**config.mk**
```make
export PLATFORM = sky130hd
export DESIGN_NAME = random_word_server
export DESIGN_NICKNAME = d
export VERILOG_FILES = /design/src/rtl/random_word_server.sv
export SDC_FILE = /design/constraint.sdc
export NUM_CORES = 1
export LEC_CHECK = 0
export ABC_CLOCK_PERIOD_IN_PS = 2100
export CAP_MARGIN = 15
export CORE_MARGIN = 2
export CORE_UTILIZATION = 40
export CTS_BUF_LIST = sky130_fd_sc_hd__clkbuf_2
export CTS_CLUSTER_DIAMETER = 120
export DETAILED_ROUTE_END_ITERATION = 8
export PLACE_DENSITY = 0.66
export SYNTH_ARGS = -nofsm -noshare
export SYNTH_HDL_FRONTEND = slang
export SYNTH_SLANG_ARGS = --single-unit
```
**constraint.sdc**
```tcl
create_clock -name clk -period 2.1 [get_ports clk]
set_input_delay 0.21 -clock clk [delete_from_list [all_inputs] [get_ports clk]]
set_output_delay 0.21 -clock clk [all_outputs]
set_load 0.02 [all_outputs]
```
**src/rtl/random_word_server.sv**
```systemverilog
// random_word_server
// Shares one serial random-bit generator among NUM_REQ requesters. A
// round-robin arbiter grants one requester at a time. The word is shifted
// in MSB-first from rnd_bit after a short warm-up discard, then offered on
// a valid/ready handshake. A free-running 12-bit counter stirs the
// generator's xpos input.
module random_word_server #(
    parameter int NUM_REQ = 2,
    parameter int WORD_W  = 8,
    parameter int DISCARD = 2
) (
    input  logic                       clk,
    input  logic                       rst,
    input  logic [NUM_REQ-1:0]         req,
    input  logic                       rnd_bit,
    output logic [11:0]                gen_xpos,
    output logic [NUM_REQ-1:0]         gnt,
    output logic [WORD_W-1:0]          word,
    output logic [$clog2(NUM_REQ)-1:0] word_id,
    output logic                       word_valid,
    input  logic                       word_ready,
    output logic                       busy,
    output logic [15:0]                words_cnt
);

    localparam int IDW = $clog2(NUM_REQ);
    localparam int BCW = $clog2(WORD_W + 1);
    localparam int SKW = (DISCARD > 0) ? $clog2(DISCARD + 1) : 1;

    typedef enum logic [1:0] {
        ST_IDLE    = 2'b00,
        ST_COLLECT = 2'b01,
        ST_DELIVER = 2'b10
    } state_e;

    // Saturating increment for the delivered-word counter
    function automatic logic [15:0] sat_inc16(input logic [15:0] v);
        return (v == 16'hFFFF) ? v : (v + 16'd1);
    endfunction

    state_e              state_q, state_d;
    logic [NUM_REQ-1:0]  gnt_q, gnt_d;
    logic [WORD_W-1:0]   word_q, word_d;
    logic [IDW-1:0]      word_id_q, word_id_d;
    logic                word_valid_q, word_valid_d;
    logic                busy_q, busy_d;
    logic [15:0]         words_cnt_q, words_cnt_d;
    logic [11:0]         gen_xpos_q, gen_xpos_d;
    logic [IDW-1:0]      rr_ptr_q, rr_ptr_d;
    logic [BCW-1:0]      bit_cnt_q, bit_cnt_d;
    logic [SKW-1:0]      skip_cnt_q, skip_cnt_d;

    logic [IDW-1:0]      pick_idx_s;
    logic                pick_found_s;
    logic [IDW:0]        cand_raw_s;
    logic [IDW:0]        cand_sum_s;
    logic [IDW-1:0]      cand_idx_s;
    logic [IDW:0]        rr_inc_s;
    logic [IDW-1:0]      rr_next_s;
    logic                req_any_s;
    logic                abort_s;
    logic                transfer_s;
    logic                skipping_s;
    logic                last_bit_s;

    assign req_any_s  = |req;
    assign abort_s    = ~req[word_id_q];
    assign transfer_s = word_valid_q & word_ready;
    assign skipping_s = (skip_cnt_q != {SKW{1'b0}});
    assign last_bit_s = (bit_cnt_q == BCW'(WORD_W - 1));

    // Pointer the arbiter starts from after the current word is delivered
    assign rr_inc_s  = {1'b0, word_id_q} + (IDW + 1)'(1);
    assign rr_next_s = (rr_inc_s >= (IDW + 1)'(NUM_REQ)) ? {IDW{1'b0}} : rr_inc_s[IDW-1:0];

    // Round-robin search: first asserted request at or after rr_ptr, wrapping cyclically
    always_comb begin
        pick_idx_s   = {IDW{1'b0}};
        pick_found_s = 1'b0;
        cand_raw_s   = {(IDW + 1){1'b0}};
        cand_sum_s   = {(IDW + 1){1'b0}};
        cand_idx_s   = {IDW{1'b0}};
        for (int i = 0; i < NUM_REQ; i++) begin
            cand_raw_s = {1'b0, rr_ptr_q} + (IDW + 1)'(i);
            cand_sum_s = (cand_raw_s >= (IDW + 1)'(NUM_REQ)) ?
                         (cand_raw_s - (IDW + 1)'(NUM_REQ)) : cand_raw_s;
            cand_idx_s = cand_sum_s[IDW-1:0];
            if (!pick_found_s && req[cand_idx_s]) begin
                pick_idx_s   = cand_idx_s;
                pick_found_s = 1'b1;
            end else begin
                pick_found_s = pick_found_s;
            end
        end
    end

    // Next-state logic for the IDLE -> COLLECT -> DELIVER sequence
    always_comb begin
        state_d = state_q;
        case (state_q)
            ST_IDLE: begin
                if (req_any_s) begin
                    state_d = ST_COLLECT;
                end else begin
                    state_d = ST_IDLE;
                end
            end
            ST_COLLECT: begin
                if (abort_s) begin
                    state_d = ST_IDLE;
                end else if (!skipping_s && last_bit_s) begin
                    state_d = ST_DELIVER;
                end else begin
                    state_d = ST_COLLECT;
                end
            end
            ST_DELIVER: begin
                if (transfer_s) begin
                    state_d = ST_IDLE;
                end else begin
                    state_d = ST_DELIVER;
                end
            end
            default: state_d = ST_IDLE;
        endcase
    end

    // Datapath and output next values driven by the current state
    always_comb begin
        gnt_d       = gnt_q;
        word_d      = word_q;
        word_id_d   = word_id_q;
        rr_ptr_d    = rr_ptr_q;
        bit_cnt_d   = bit_cnt_q;
        skip_cnt_d  = skip_cnt_q;
        words_cnt_d = words_cnt_q;
        gen_xpos_d  = gen_xpos_q + 12'd1;
        case (state_q)
            ST_IDLE: begin
                if (req_any_s) begin
                    word_id_d  = pick_idx_s;
                    gnt_d      = NUM_REQ'(1) << pick_idx_s;
                    skip_cnt_d = SKW'(DISCARD);
                    bit_cnt_d  = {BCW{1'b0}};
                    word_d     = {WORD_W{1'b0}};
                end else begin
                    gnt_d = {NUM_REQ{1'b0}};
                end
            end
            ST_COLLECT: begin
                if (abort_s) begin
                    // Requester gave up: release the grant, arbitration order untouched
                    gnt_d = {NUM_REQ{1'b0}};
                end else if (skipping_s) begin
                    skip_cnt_d = skip_cnt_q - SKW'(1);
                end else begin
                    word_d    = {word_q[WORD_W-2:0], rnd_bit};
                    bit_cnt_d = bit_cnt_q + BCW'(1);
                end
            end
            ST_DELIVER: begin
                if (transfer_s) begin
                    gnt_d       = {NUM_REQ{1'b0}};
                    rr_ptr_d    = rr_next_s;
                    words_cnt_d = sat_inc16(words_cnt_q);
                end else begin
                    gnt_d = gnt_q;
                end
            end
            default: begin
                gnt_d = {NUM_REQ{1'b0}};
            end
        endcase
        word_valid_d = (state_d == ST_DELIVER);
        busy_d       = (state_d != ST_IDLE);
    end

    // State register with asynchronous reset
    always_ff @(posedge clk or posedge rst) begin
        if (rst) begin
            state_q <= ST_IDLE;
        end else begin
            state_q <= state_d;
        end
    end

    // Datapath and output registers with asynchronous reset
    always_ff @(posedge clk or posedge rst) begin
        if (rst) begin
            gnt_q        <= {NUM_REQ{1'b0}};
            word_q       <= {WORD_W{1'b0}};
            word_id_q    <= {IDW{1'b0}};
            word_valid_q <= 1'b0;
            busy_q       <= 1'b0;
            words_cnt_q  <= 16'd0;
            gen_xpos_q   <= 12'd0;
            rr_ptr_q     <= {IDW{1'b0}};
            bit_cnt_q    <= {BCW{1'b0}};
            skip_cnt_q   <= {SKW{1'b0}};
        end else begin
            gnt_q        <= gnt_d;
            word_q       <= word_d;
            word_id_q    <= word_id_d;
            word_valid_q <= word_valid_d;
            busy_q       <= busy_d;
            words_cnt_q  <= words_cnt_d;
            gen_xpos_q   <= gen_xpos_d;
            rr_ptr_q     <= rr_ptr_d;
            bit_cnt_q    <= bit_cnt_d;
            skip_cnt_q   <= skip_cnt_d;
        end
    end

    assign gnt        = gnt_q;
    assign word       = word_q;
    assign word_id    = word_id_q;
    assign word_valid = word_valid_q;
    assign busy       = busy_q;
    assign words_cnt  = words_cnt_q;
    assign gen_xpos   = gen_xpos_q;

endmodule

```
==> results of run 1 <==
metrics by stage:
stage,worst slack [ns],util,hold slack [ns],power (mW),instance area (µm²)
detailed placement,0.124,0.518,0.471,1.62,2820
global placement,0.145,0.518,0.464,1.62,2820
global route,0.0288,0.530,0.124,2.24,2880
CTS,0.165,0.530,0.124,2.13,2880
floorplan,0.154,-,0.307,1.45,2230
finish,0.184,0.530,0.130,2.11,2880
sequential cells by signal, indices dropped and copies added (netlist names):
name / flops
bit_cnt_q: 4
busy: 1
gen_xpos: 12
gnt: 2
rr_ptr_q: 1
skip_cnt_q: 2
state_q: 2
word: 8
word_id: 1
word_valid: 1
words_cnt: 16
cell usage in the layout, fill, tap and decap left out, types with 2 or more instances in the layout:
cell type	count
inv_1	6
a31oi_1	2
nand4_1	7
nand2_1	16
nor3_1	2
a22o_1	9
xor2_1	9
xnor2_1	14
o21ai_0	9
clkdlybuf4s50_1	46
ha_1	4
buf_4	5
and3_1	4
nand3_1	13
a21oi_1	4
dfrtp_1	50
mux2i_1	3
clkbuf_2	6
or3_1	2
a32o_1	2
nor2b_1	2
nor2_1	9
nand2b_1	5
path summary, 6_finish.rpt:
check / start / end / slack [ns]
worst max-delay path: words_cnt[1] / words_cnt[3] / 0.18
worst min-delay path: rst / gen_xpos[2] / 0.13
worst max register to register: words_cnt[1] / words_cnt[3] / 0.18
worst min register to register: gen_xpos[11] / gen_xpos[11] / 0.49
max in group asynchronous: rst / words_cnt[14] / 1.43
min in group clk: rnd_bit / word[0] / 0.36
cells by family (layout without fill, tap and decap cells):
logic type,after synthesis,count (layout)
AO/OA/AOI/OAI,31,31
XOR/XNOR,23,23
adder cells (fa/ha/maj),4,4
buffers and inverters,11,67
flip-flops,50,50
multiplexers,5,5
AND/OR/NAND/NOR,70,70
power by group:
group | internal, mW | switching [mW] | total (mW)
logic | 0.222 | 0.279 | 0.501
clock network | 0.206 | 0.297 | 0.503
registers | 1.04 | 0.0649 | 1.10
total | 1.47 | 0.641 | 2.11
cell usage after synthesis, types with 5 or more instances:
master / number / area, µm²
nor2_1: 9 / 33.8
a22o_1: 9 / 78.8
nand3_1: 13 / 65.1
o21ai_0: 9 / 45.0
inv_1: 7 / 26.3
nand2_1: 16 / 60.1
nand4_1: 7 / 43.8
nand2b_1: 5 / 31.3
xor2_1: 9 / 78.8
xnor2_1: 14 / 123
dfrtp_1: 50 / 1250
metal layers:
| metal | track usage | up-vias | part of all wire |
|---|---|---|---|
| met3 | 0.0466 | 5 | 0.049 |
| met1 | 0.204 | 787 | 0.50 |
| met4 | 0.0421 | 0 | 0.012 |
| li1 | - | 805 | - |
| met5 | 0 | - | 0 |
| met2 | 0.227 | 43 | 0.44 |
layout make-up:
| class | count | area (µm²) | area share |
|---|---|---|---|
| Sequential cell | 50 | 1250 | 0.434 |
| Clock buffer | 6 | 30.0 | 0.0104 |
| Tap cell | 72 | 90.1 | 0.0312 |
| Multi-Input combinational cell | 133 | 931 | 0.323 |
| Clock inverter | 2 | 37.5 | 0.0130 |
| Inverter | 7 | 26.3 | 0.00911 |
| Timing Repair Buffer | 52 | 518 | 0.180 |
worst register-to-register path: stages (launching register included):
cell,delay (ns)
dfrtp_1,0.45
ha_1,0.23
nand4_1,0.20
o41a_1,0.56
buf_4,0.20
nand4_1,0.11
xnor2_1,0.12
==> summary.txt, run 1 <==
Worst-Skew Late Latency: 0.42 ns
Post-CTS Hold Buffers: 0
fill count: 503
GRT Overall Usage: 0.149
Buf+Inv Stages, Crit Path: 1
placed cell count: 314
Pwr Density: 731 mW/mm²
Die Span Y: 78.7 µm
synthesized area per cell: 11.5 µm²
Final #Nets: 259
layout cells sized above 1: 0.0840
WL final: 4170 µm
initial DRC count: 78
Worst EP required: 2.47 ns
outcome: completed
Tmin final: 1.92 ns
Reg2Reg Depth: 6
number of synthesized flops with an enable pin: 0
critical path's slowest cell: o41a_1
DP HPWL: 2980 µm
cell repeated most along the worst path: nand4_1
CP max FO: 6
CTS root buffer: clkbuf_2
worst min path class: primary input to asynchronous set/reset pin
number of antenna violations at the first check in global routing: 0
post-synthesis mux area share: 0.0235
clock sink count: 50
top_reg_cell synth: dfrtp_1
Post-Synth Adder-Cell Area: 0.0224
worst clock skew: 0.0125 ns
die width: 78.7 µm
fin cells: 322
post-CTS setup buffers: 0
fin crit share: 0.913
Max Cap Viol: 0
RePlAce Congestion: 0.751
WS Path Type: flip-flop to flip-flop
Syn Nets: 204
Synth-to-Final Area Change: 29.2%
Async S/R FF share, synth: 1.00
flops & latches, synth: 50
Worst Max-Slew Pin Slew: 0.607 ns
Starting Density: 0.410
Max Buffers Root-to-Sink: 2
Max-slew headroom: 0.595
routed vias: 1,640
Pleak: 1.32 nW
worst-path cell chain: ha_1 > nand4_1 > o41a_1 > buf_4 > nand4_1 > xnor2_1
FMAX: 522 MHz
IO Count: 47
# resized after CTS: 0
DRC viols: 0
Mapped Cells: 194
first-pass GRT wire length: 7300 µm
Congestion Overflow GR: 0
largest family of logic cells by synthesized area: simple AND/OR/NAND/NOR gates
Final Hold Vio Count: 0
Compound-Gate Fraction of Synth Area: 0.0981
Final TNS setup: 0 ns
YS warnings: 0
CTS H-Tree Depth: 2
drt first pass iters: 4
Synth Area in XOR/XNOR: 0.0902
TritonCTS Buffers: 5
Simple-Gate Fraction of Synth Area: 0.183
per-cell routed wire length: 12.9 µm
sequential cell area fraction in the yosys report: 0.561
Syn Std Cell Area: 0.00223 mm²
row cnt: 27
Max VDD drop: 0.294 mV
Worst Setup End Kind: flip-flop
ANT cells: 0
crit start category: flip-flop
synth unique cells: 40
CTS tree: done
average vias per placed instance: 5.09
Top Family by Delay on Critical Path: compound AO/OA/AOI/OAI gates
ANT nets after route: 0
CP max stage delay: 0.56 ns
Worst-path clk slew: 0.24 ns
die area: 0.00619 mm²
final number of max-transition violations: 0
Critical Path Stages: 6
Final setup viols: 0
RSZ-0062 raised after global routing: no
area of the core: 0.00544 mm²
Worst EP arrival: 2.28 ns
PortBufs: 46
vias in the first global route: 1,628
pin count of the biggest net entering global routing: 29
Note: power is estimated with default switching activity, not from simulation.
==> run 2, diff against run 1 <==
Settings changed: CAP_MARGIN 15 to 20.
==> results of run 2 <==
Same layout as run 1: the final DEF is identical, and so are final timing and power.
